[src/rtl/sn_seq_pkg.sv]
// Shared types and constants for the SN76489 write sequencer.
// Latency: n/a (types only).
// Backpressure: n/a (types only).
package sn_seq_pkg;

  localparam int SN_BYTE_W = 8;

  typedef enum logic [1:0] {
    IDLE  = 2'd0,
    SHIFT = 2'd1,
    LATCH = 2'd2,
    WAIT  = 2'd3
  } sn_seq_state_t;

endpackage

[src/rtl/sn_write_sequencer_arbiter.sv]
// Purpose: one-hot request arbiter (sn_rr_arbiter), round-robin from ptr+1,
//   or lowest-index fixed priority when SN_SEQ_FIXED_PRIORITY_EN is defined.
// Latency: combinational. Backpressure: none; gnt is all-zero when req is all-zero.
// Ports: req  - request vector
//        ptr  - index of the last winner (ignored in fixed-priority builds)
//        gnt  - one-hot winner
module sn_rr_arbiter #(
  parameter int NUM_REQ = 2,
  parameter int PW      = 1
) (
  input  logic [NUM_REQ-1:0] req,
  input  logic [PW-1:0]      ptr,
  output logic [NUM_REQ-1:0] gnt
);

`ifdef SN_SEQ_FIXED_PRIORITY_EN
  logic unused_ptr;
  assign unused_ptr = ^ptr;

  // Scan high to low so the lowest set index is the last to overwrite gnt.
  always_comb begin
    gnt = '0;
    for (int i = NUM_REQ - 1; i >= 0; i--) begin
      if (req[i]) begin
        gnt    = '0;
        gnt[i] = 1'b1;
      end
    end
  end
`else
  logic [PW-1:0] idx;
  logic          found;

  // Search starts one past the previous winner so every requester gets a turn.
  always_comb begin
    gnt   = '0;
    found = 1'b0;
    idx   = '0;
    for (int i = 1; i <= NUM_REQ; i++) begin
      idx = PW'((int'(ptr) + i) % NUM_REQ);
      if (!found && req[idx]) begin
        gnt[idx] = 1'b1;
        found    = 1'b1;
      end
    end
  end
`endif

endmodule

[src/rtl/sn_write_sequencer.sv]
// Purpose: arbitrate NUM_REQ command-byte requesters and serialise the winning
//   byte LSB-first into the SN76489 shift register, then strobe the latch.
// Latency: accept edge -> LATCH_STB 9 cycles; accept -> READY 1+8+1+WRITE_WAIT cycles.
// Backpressure: requests are only sampled in IDLE; REQ must be held until GNT.
// Ports: CLK/nRST (async active-low); REQ/REQ_DATA in; GNT one-hot pulse;
//   SR_DATA/SR_SHIFT drive the shift register; LATCH_STB/BYTE_OUT report the byte;
//   READY high only while idle.
// Build option: define SN_SEQ_FIXED_PRIORITY_EN for lowest-index-wins arbitration.
module sn_write_sequencer
  import sn_seq_pkg::*;
#(
  parameter int NUM_REQ    = 2,
  parameter int WRITE_WAIT = 32
) (
  input  logic                           CLK,
  input  logic                           nRST,
  input  logic [NUM_REQ-1:0]             REQ,
  input  logic [NUM_REQ*SN_BYTE_W-1:0]   REQ_DATA,
  output logic [NUM_REQ-1:0]             GNT,
  output logic                           SR_DATA,
  output logic                           SR_SHIFT,
  output logic                           LATCH_STB,
  output logic [SN_BYTE_W-1:0]           BYTE_OUT,
  output logic                           READY
);

  localparam int PW  = (NUM_REQ > 1) ? $clog2(NUM_REQ) : 1;
  localparam int WCW = (WRITE_WAIT > 0) ? $clog2(WRITE_WAIT + 1) : 1;

  sn_seq_state_t          state_q, state_d;
  logic [2:0]             bit_cnt_q;
  logic [WCW-1:0]         wait_cnt_q;
  logic [SN_BYTE_W-1:0]   shadow_q;
  logic [SN_BYTE_W-1:0]   byte_q;
  logic [PW-1:0]          ptr_q;
  logic [NUM_REQ-1:0]     gnt_q;
  logic [NUM_REQ-1:0]     win;
  logic [SN_BYTE_W-1:0]   win_data;

  sn_rr_arbiter #(
    .NUM_REQ (NUM_REQ),
    .PW      (PW)
  ) u_arb (
    .req (REQ),
    .ptr (ptr_q),
    .gnt (win)
  );

  always_comb begin
    win_data = '0;
    for (int i = 0; i < NUM_REQ; i++) begin
      if (win[i]) win_data = REQ_DATA[SN_BYTE_W*i +: SN_BYTE_W];
    end
  end

`ifndef SN_SEQ_FIXED_PRIORITY_EN
  logic [PW-1:0] win_idx;

  always_comb begin
    win_idx = '0;
    for (int i = 0; i < NUM_REQ; i++) begin
      if (win[i]) win_idx = PW'(i);
    end
  end
`endif

  // State register
  always_ff @(posedge CLK or negedge nRST) begin
    if (!nRST) state_q <= IDLE;
    else       state_q <= state_d;
  end

  // Next state
  always_comb begin
    state_d = state_q;
    case (state_q)
      IDLE:    if (|REQ) state_d = SHIFT;
      SHIFT:   if (bit_cnt_q == 3'd7) state_d = LATCH;
      LATCH:   state_d = (WRITE_WAIT == 0) ? IDLE : WAIT;
      WAIT:    if (wait_cnt_q == WCW'(1)) state_d = IDLE;
      default: state_d = IDLE;
    endcase
  end

  // Datapath: shadow byte, counters, round-robin pointer, grant pulse
  always_ff @(posedge CLK or negedge nRST) begin
    if (!nRST) begin
      gnt_q      <= '0;
      shadow_q   <= '0;
      byte_q     <= '0;
      bit_cnt_q  <= '0;
      wait_cnt_q <= '0;
      ptr_q      <= PW'(NUM_REQ - 1);
    end else begin
      gnt_q <= '0;
      case (state_q)
        IDLE: begin
          if (|REQ) begin
            shadow_q  <= win_data;
            gnt_q     <= win;
            bit_cnt_q <= '0;
`ifndef SN_SEQ_FIXED_PRIORITY_EN
            ptr_q     <= win_idx;
`endif
          end
        end
        SHIFT: begin
          bit_cnt_q <= bit_cnt_q + 3'd1;
          // Publish the byte as the last bit goes out so BYTE_OUT is valid with LATCH_STB.
          if (bit_cnt_q == 3'd7) byte_q <= shadow_q;
        end
        LATCH:   wait_cnt_q <= WCW'(WRITE_WAIT);
        WAIT:    wait_cnt_q <= wait_cnt_q - WCW'(1);
        default: ;
      endcase
    end
  end

  assign GNT       = gnt_q;
  assign SR_SHIFT  = (state_q == SHIFT);
  assign SR_DATA   = SR_SHIFT & shadow_q[bit_cnt_q];
  assign LATCH_STB = (state_q == LATCH);
  assign BYTE_OUT  = byte_q;
  assign READY     = (state_q == IDLE);

endmodule
[config.mk]
export PLATFORM = sky130hd
export DESIGN_NAME = sn_write_sequencer
export DESIGN_NICKNAME = d
export VERILOG_FILES = /design/src/rtl/sn_seq_pkg.sv /design/src/rtl/sn_write_sequencer_arbiter.sv /design/src/rtl/sn_write_sequencer.sv
export SDC_FILE = /design/constraint.sdc
export NUM_CORES = 1
export LEC_CHECK = 0
export ABC_AREA = 1
export CAP_MARGIN = 20
export CELL_PAD_IN_SITES_DETAIL_PLACEMENT = 1
export CELL_PAD_IN_SITES_GLOBAL_PLACEMENT = 1
export CORE_ASPECT_RATIO = 1.1
export CORE_MARGIN = 3
export CORE_UTILIZATION = 39
export DETAILED_ROUTE_END_ITERATION = 7
export GPL_ROUTABILITY_DRIVEN = 0
export PLACE_DENSITY_LB_ADDON = 0.1
export REMOVE_ABC_BUFFERS = 1
export SYNTH_ARGS = -nofsm -noshare
export SYNTH_HDL_FRONTEND = slang
export SYNTH_HIERARCHICAL = 1
export SYNTH_SLANG_ARGS = --single-unit
[constraint.sdc]
create_clock -name CLK -period 3.8 [get_ports CLK]
set_input_delay 0.76 -clock CLK [delete_from_list [all_inputs] [get_ports CLK]]
set_output_delay 0.76 -clock CLK [all_outputs]
set_load 0.01 [all_outputs]
==> out/results.txt, run 1 <==
The flow ran to the end, and the final reports show no timing, DRC or antenna violations. Of all nets on the critical path, the largest fanout is 7. For the met3 layer usage reported by global route, the log shows 5.33%. The logs give 0 for the residual overflow from global routing and 0 ps for the final-layout setup total negative slack. The region available for standard cell placement spans 3680 sq um. Summed over all cells, the static leakage comes to 0.940 nW.

The run gives 0 as the count of instances resized after the clock tree is built. The root buffer cell is sky130_fd_sc_hd__clkbuf_8. Global routing used 17.7% of the available tracks.

Synthesis handed over a netlist of 178 instances. STA puts the critical path data required time at 3040 ps. The category of the most critical setup path is reg2out.

Between clock sinks in the finished design, the worst skew comes to 7.66 ps. After clock tree synthesis, the flow added hold-fix buffers numbering 0. The run gives 1314 as the via count. The run gives 2170 ps as the minimum setup slack among reg-to-reg paths. For the fraction of the yosys area taken by sequential cells, the log shows 49.5%.

The number of enable flip-flop cells after synthesis was 0; the actual slew at the worst max-slew pin was 871 ps. In this run the deepest clock path goes through 2 buffers. The critical path starts at state_q[1]. For this run, the number of Yosys warnings is 6. For this run, design rule violations remaining after detail routing come to 0. For the worst voltage drop across the vdd grid, the log shows 0.323 mV.

The routed design has 3560 microns of wire. Cells fill 53.8% of the core in the end. In this run the post-CTS setup repair buffer count came out at 0. In this run the remaining antenna-violating nets after routing total 0. The class of the worst hold path was reg2reg. The source of the worst register-to-register timing path is ptr_q. The width of the die was 65.5 microns; the later-pin clock latency in the skew report was 280 ps. Buffers inserted during clock tree synthesis total 5.

The detail-routed net length per standard cell is 13.3 microns, and the clock-pin transition on the worst setup and hold timing paths is 70 ps. For the worst flop-to-flop path, the logic depth is 4. For the iteration-0 DRC count of the detailed router, the log shows 66. The endpoint class of the critical path is a primary output. Counting flops and latches in the post-synthesis netlist gives 30. The logs give 1391 for the number of global-route vias before repair and 2 for the H-tree level count.

Across the whole layout, storage elements account for 752 sq um. Derived from the worst setup path, the maximum achievable clock frequency is 373 MHz. The tools report the reported max-cap violation count as 0.

First-pass GRT wire length: 6260 microns. Counting the fill cells in the layout gives 471. Subtracting the final worst setup slack from the clock period gives 2680 ps. Of the cells placed in the final design, the portion with a size suffix greater than 1 is 7.83%.

The wire-length estimate of the detail-placed layout is 2790 microns. Following the worst setup path forward leads to its endpoint at SR_DATA. The first-pass iteration count of the detailed router is 4.

The worst setup path is launched from a register. During placement, the flow inserted port buffers numbering 33. Entering global routing, the biggest net connects 31 pins.

In this run the cell area of the synthesized design comes to 1520 sq um. met2 is the most crowded layer. The run gives 20.0% as the routing usage on met1. The average instance in the mapped netlist occupies 8.53 sq um.

The share of synthesized flip-flops with an asynchronous set or reset was 100%. The multi-input combinational cells in the finished layout cover a total of 636 sq um. From bottom edge to top edge, the die measures 71.5 microns.

Number of vias per cell: 4.92. Measured against its own limit, the worst slew margin works out to 41.9%. The number of antenna violations at the first check in global routing came out at 0. The distinct cell type count after synthesis was 21; the area enclosed by the die boundary was 4680 sq um. The number of nets in the layout was 244; the global-route met2 utilization was 31.2%.

Setup repair after global routing left no endpoint under its margin. The run gives 0 as the hold violation total from the final report. The most used flip-flop cell after synthesis is sky130_fd_sc_hd__dfrtp_1. The tools report the clock net sink count as 30.

The tools report the row count as 23. The worst register-to-register path ends at shadow_q[4]. The initial standard-cell utilization of the core was 41.2%; the final number of max-transition violations was 0.

The final cycle utilization of the critical path came out at 70.5%. TritonCTS built the clock tree. Compared with the post-synthesis result, the final layout area differs by 30.6%.

The number of antenna diodes in the final layout is 0. The final setup violation count is 0, and the power per cell area is 687 nW/um^2. At the worst endpoint, the arrival time is 1920 ps.

Count of pins on the block boundary: 34.
-- cells in the final DEF (no fill, tap or decap) --
cell type | netlist | final
sky130_fd_sc_hd__a21oi_1 | 2 | 2
sky130_fd_sc_hd__a22oi_1 | 8 | 8
sky130_fd_sc_hd__buf_4 | 0 | 1
sky130_fd_sc_hd__clkbuf_1 | 0 | 1
sky130_fd_sc_hd__clkbuf_8 | 0 | 6
sky130_fd_sc_hd__clkdlybuf4s50_1 | 0 | 33
sky130_fd_sc_hd__clkinv_2 | 0 | 1
sky130_fd_sc_hd__dfrtp_1 | 29 | 29
sky130_fd_sc_hd__dfstp_2 | 1 | 1
sky130_fd_sc_hd__ha_1 | 8 | 8
sky130_fd_sc_hd__inv_1 | 24 | 24
sky130_fd_sc_hd__inv_2 | 2 | 2
sky130_fd_sc_hd__inv_4 | 1 | 1
sky130_fd_sc_hd__nand2_1 | 45 | 45
sky130_fd_sc_hd__nand2_4 | 1 | 1
sky130_fd_sc_hd__nand3_1 | 13 | 13
sky130_fd_sc_hd__nand4_1 | 1 | 1
sky130_fd_sc_hd__nor2_1 | 8 | 8
sky130_fd_sc_hd__nor2_4 | 3 | 3
sky130_fd_sc_hd__nor3_1 | 1 | 1
sky130_fd_sc_hd__o21ai_0 | 17 | 17
sky130_fd_sc_hd__o21ai_1 | 9 | 9
sky130_fd_sc_hd__o21ai_2 | 1 | 1
sky130_fd_sc_hd__o22ai_1 | 1 | 1
-- final cells by class --
cell class                      instances  area share, %
Sequential cell                        30           37.9
Timing Repair Buffer                   34           17.0
Inverter                               27           5.24
Tap cell                               50           3.15
Multi-Input combinational cell        118           32.1
Clock buffer                            7           4.35
Clock inverter                          1          0.252
-- cell families after synthesis --
logic type      count (synthesis)  share of synthesized area [%]
simple gates                   72                           21.1
flops                          30                           49.5
buf+inv                        30                           8.65
compound gates                 38                           14.2
fa+ha+maj                       8                           6.59
-- cell usage after synthesis, types with 2 or more instances --
master	instances	area share, %
sky130_fd_sc_hd__o21ai_0	17	5.6
sky130_fd_sc_hd__a21oi_1	2	0.66
sky130_fd_sc_hd__nor2_4	3	2.2
sky130_fd_sc_hd__nand3_1	13	4.3
sky130_fd_sc_hd__inv_1	24	5.9
sky130_fd_sc_hd__dfrtp_1	29	48
sky130_fd_sc_hd__o21ai_1	9	3.0
sky130_fd_sc_hd__inv_2	2	0.49
sky130_fd_sc_hd__ha_1	8	6.6
sky130_fd_sc_hd__nand2_1	45	11
sky130_fd_sc_hd__nor2_1	8	2.0
sky130_fd_sc_hd__a22oi_1	8	4.0
sky130_fd_sc_hd__buf_6	2	1.5
-- per-stage QoR --
step	area [sq um]	instances	hold WS (ps)	total power [mW]	setup slack (ps)
5_1_grt	1980	267	515	1.50	977
4_1_cts	1980	267	489	1.38	1100
6_report	1980	267	484	1.36	1120
3_3_place_gp	1890	259	465	1.07	1330
3_5_place_dp	1890	259	478	1.11	1250
2_1_floorplan	1490	175	450	0.881	1980
-- worst max-delay path, cell delays in order (launching register included) --
cell and delay [ps]:
sky130_fd_sc_hd__dfrtp_1 430, sky130_fd_sc_hd__inv_1 100, sky130_fd_sc_hd__ha_1 350, sky130_fd_sc_hd__nand2_1 100
sky130_fd_sc_hd__nor2_1 110, sky130_fd_sc_hd__clkdlybuf4s50_1 540
-- power breakdown --
group | leakage [nW] | internal, mW | switching (mW)
sequential | 0.391 | 0.427 | 0.0765
clock | 0.0482 | 0.146 | 0.119
combinational | 0.501 | 0.245 | 0.350
total | 0.940 | 0.818 | 0.545
-- layer usage --
| layer | vias up | wire [microns] |
|---|---|---|
| met2 | 27 | 1810 |
| met1 | 629 | 1540 |
| li1 | 653 | - |
| met3 | 5 | 158 |
| met4 | 0 | 58 |
| met5 | - | 0 |
-- worst min path at each step --
stage          cells past startpoint  slack [ps]          end        start
2_1_floorplan                      2         450        ptr_q        ptr_q
3_3_place_gp                       2         470  BYTE_OUT[6]  BYTE_OUT[6]
3_5_place_dp                       2         480        ptr_q        ptr_q
4_1_cts                            2         490        ptr_q        ptr_q
5_1_grt                            2         510        ptr_q        ptr_q
6_report                           2         480        ptr_q        ptr_q
-- registers in the layout, summed over array words and instances, names as in the netlist --
signal and count:
BYTE_OUT 8, shadow_q 8, wait_cnt_q 6, bit_cnt_q 3, GNT 2, state_q 2
ptr_q 1
Power figures use the tool's default switching activity.
==> run 2: changes to the inputs <==
--- a/config.mk
+++ b/config.mk
@@ -11,7 +11,7 @@
 export CELL_PAD_IN_SITES_GLOBAL_PLACEMENT = 1
 export CORE_ASPECT_RATIO = 1.1
 export CORE_MARGIN = 3
-export CORE_UTILIZATION = 39
+export CORE_UTILIZATION = 33
 export DETAILED_ROUTE_END_ITERATION = 7
 export GPL_ROUTABILITY_DRIVEN = 0
 export PLACE_DENSITY_LB_ADDON = 0.1
==> constraint.sdc (replaced) <==
create_clock -name CLK -period 2.2 [get_ports CLK]
set_input_delay 0.44 -clock CLK [delete_from_list [all_inputs] [get_ports CLK]]
set_output_delay 0.44 -clock CLK [all_outputs]
set_load 0.01 [all_outputs]
==> run 2 against run 1 <==
Non-clock buffer count is 2 higher. Power is 80% higher. Sequential power is 72% higher. Sequential share of layout area is 0.68 points lower. Critical endpoint is now READY. Critical path depth is 2 lower. First-iteration DRC count is 32% lower. Final cell count is 2.2% higher. Register-to-register slack worse by 1500 ps. Design area is 1.8% higher. Largest cell class unchanged. Combinational power is 76% higher.
==> out/results.txt, run 2 (synthesis results as in run 1) <==
The run finished with clean final reports. The run gives 2 as the H-tree level count. The worst path uses 95.8% of the clock period. The first-pass iteration count of the detailed router was 4; the post-layout minimum cycle time was 2110 ps.

The width of the die came out at 70.7 microns. In the final routed layout, each cell accounts on average for 13.5 microns. From synthesis to final layout, the design area changed by 32.9%.

The number of antenna violations at the first check in global routing came out at 0. The tools report the root buffer cell as sky130_fd_sc_hd__clkbuf_8. Data on the critical path is required at its endpoint by 1760 ps. The routed wire length came out at 3680 microns. TritonCTS built the clock tree. Post-CTS timing repair inserted 0 buffers for setup. In the final design database the tool counted 246 nets. The endpoint class of the critical path is a primary output.

The design area came out at 2020 sq um. Once detail routing completed, the nets flagged for antenna violations numbered 0. The critical-path cell with the highest stage delay is sky130_fd_sc_hd__clkdlybuf4s50_1. The category of the most critical setup path is reg2out. The number of buffers inserted during clock tree synthesis was 5; the buffer depth of the longest clock path was 2. The hold violation total from the final report was 0.

The logs give 1670 ps for the data arrival time at the worst-slack endpoint and 0 for the number of diodes. In this run the tightest slew margin relative to its limit is 73.4%. For the row count, the log shows 25. The logs give 6.39 ps for the clock skew after layout and 280 ps for the later-pin clock latency in the skew report.

For flop-to-flop paths, the worst setup slack is 670 ps. Post-detailed-placement half-perimeter wirelength: 2920 microns. The final number of max-transition violations is 0, and the highest fanout seen on the critical path is 5. The critical path contains buffers and inverters numbering 2 combined.

The initial standard-cell utilization of the core was 34.7%; the leakage power figure was 0.964 nW. For this design the ratio of total power to cell area is 1210 nW/um^2. Setup repair after global routing left no endpoint under its margin. The tools report the residual overflow from global routing as 0. The reported max-cap violation count came out at 0. The tools report the type of element launching the critical path as a register.

Category of cells accounting for the largest share of critical-path delay: buffers and inverters. Across all layers, the routed design uses 1314 vias. The leading cell type in the layout, fill and taps excluded was sky130_fd_sc_hd__nand2_1. The final-layout setup total negative slack came out at 0 ps. The final setup violation count is 0. The largest single stage delay on the critical path is 590 ps. The path class of the tightest hold or removal check is reg2reg.

Global routing consumed, over all layers together, 14.6% of the routing resources. The worst-case IR drop observed on VDD is 0.476 mV. The tools report the iteration-0 DRC count of the detailed router as 45. In this run the count of I/O pins placed on the die edge is 34. The first global-routing pass estimated 6450 microns of wire. For the number of global-route vias before repair, the log shows 1443. Traced cell by cell, the critical path runs through inv_1 > ha_1 > clkdlybuf4s50_1.

After detailed placement, the total cell area comes to 1910 sq um. The layout has 538 filler cells. The core region is 4380 sq um. Clock-pin transition on the worst setup and hold timing paths: 60 ps. Based on the critical path, the design can be clocked at up to 474 MHz. The maximum number of pins on one net before global-route repair is 31, and the number of vias per cell is 4.81. The die span in y was 77.2 microns; the count of buffers inserted at the top-level ports was 33. The library cells used most frequently in the layout, excluding fill and tap cells, are 45 x sky130_fd_sc_hd__nand2_1, 32 x sky130_fd_sc_hd__clkdlybuf4s50_1, 29 x sky130_fd_sc_hd__dfrtp_1, 24 x sky130_fd_sc_hd__inv_1, 17 x sky130_fd_sc_hd__o21ai_0. The clock drives 30 sinks.

The floorplan step defined a die boundary enclosing 5450 sq um. The actual slew at the worst max-slew pin was 398 ps. The post-route netlist has 9.13% of its cells at a drive strength greater than 1. Post-route DRC violation count: 0.
==> run 2: cell type report <==
class | count | area, sq um | area share [%]
clock buffer | 5 | 68.8 | 3.41
clock inverter | 3 | 40.0 | 1.98
inverter | 27 | 104 | 5.14
multi-input combinational | 118 | 636 | 31.5
sequential | 30 | 752 | 37.2
tap | 54 | 67.6 | 3.35
timing repair buffer | 36 | 352 | 17.4
==> run 2: tightest hold or removal path: stages (launching register included) <==
cell,delay [ps]
sky130_fd_sc_hd__dfstp_2,380
sky130_fd_sc_hd__nand2_1,60
sky130_fd_sc_hd__nand2_1,50
==> run 2: timing repair <==
action,CTS,global route
hold buffers,0,0
resized for setup,1,0
setup endpoints to repair,1,0
==> run 2: through the flow <==
stage	std cells	setup slack, ps	hold WS [ps]	utilization (%)	power (mW)
after CTS	273	72.4	492	46.1	2.50
after global placement	265	348	465	43.7	1.87
final	273	91.6	482	46.1	2.45
after global routing	273	17.1	514	46.1	2.68
after floorplan	175	697	144	-	1.52
after detailed placement	265	301	478	43.7	1.94
==> run 2: report_power, final <==
group / internal [mW] / switching, mW / leakage, nW / total [mW]
registers: 0.737 / 0.126 / 0.391 / 0.863
logic: 0.432 / 0.620 / 0.515 / 1.05
clock network: 0.333 / 0.205 / 0.0579 / 0.538
==> run 2: final timing paths <==
path	to	start	cells past startpoint
min	ptr_q	ptr_q	2
min reg2reg	ptr_q	ptr_q	2
max in group asynchronous	ptr_q	nRST	2
max reg2reg	state_q[0]	state_q[1]	9
max	READY	state_q[1]	3
min in group asynchronous	BYTE_OUT[6]	nRST	2
==> run 2: metal layers <==
layer / track usage, % / share of wire, %
met1: 17.8 / 44
met2: 25.0 / 52
met3: 4.06 / 4.1
met4: 3.95 / 0.65
met5: 0 / 0
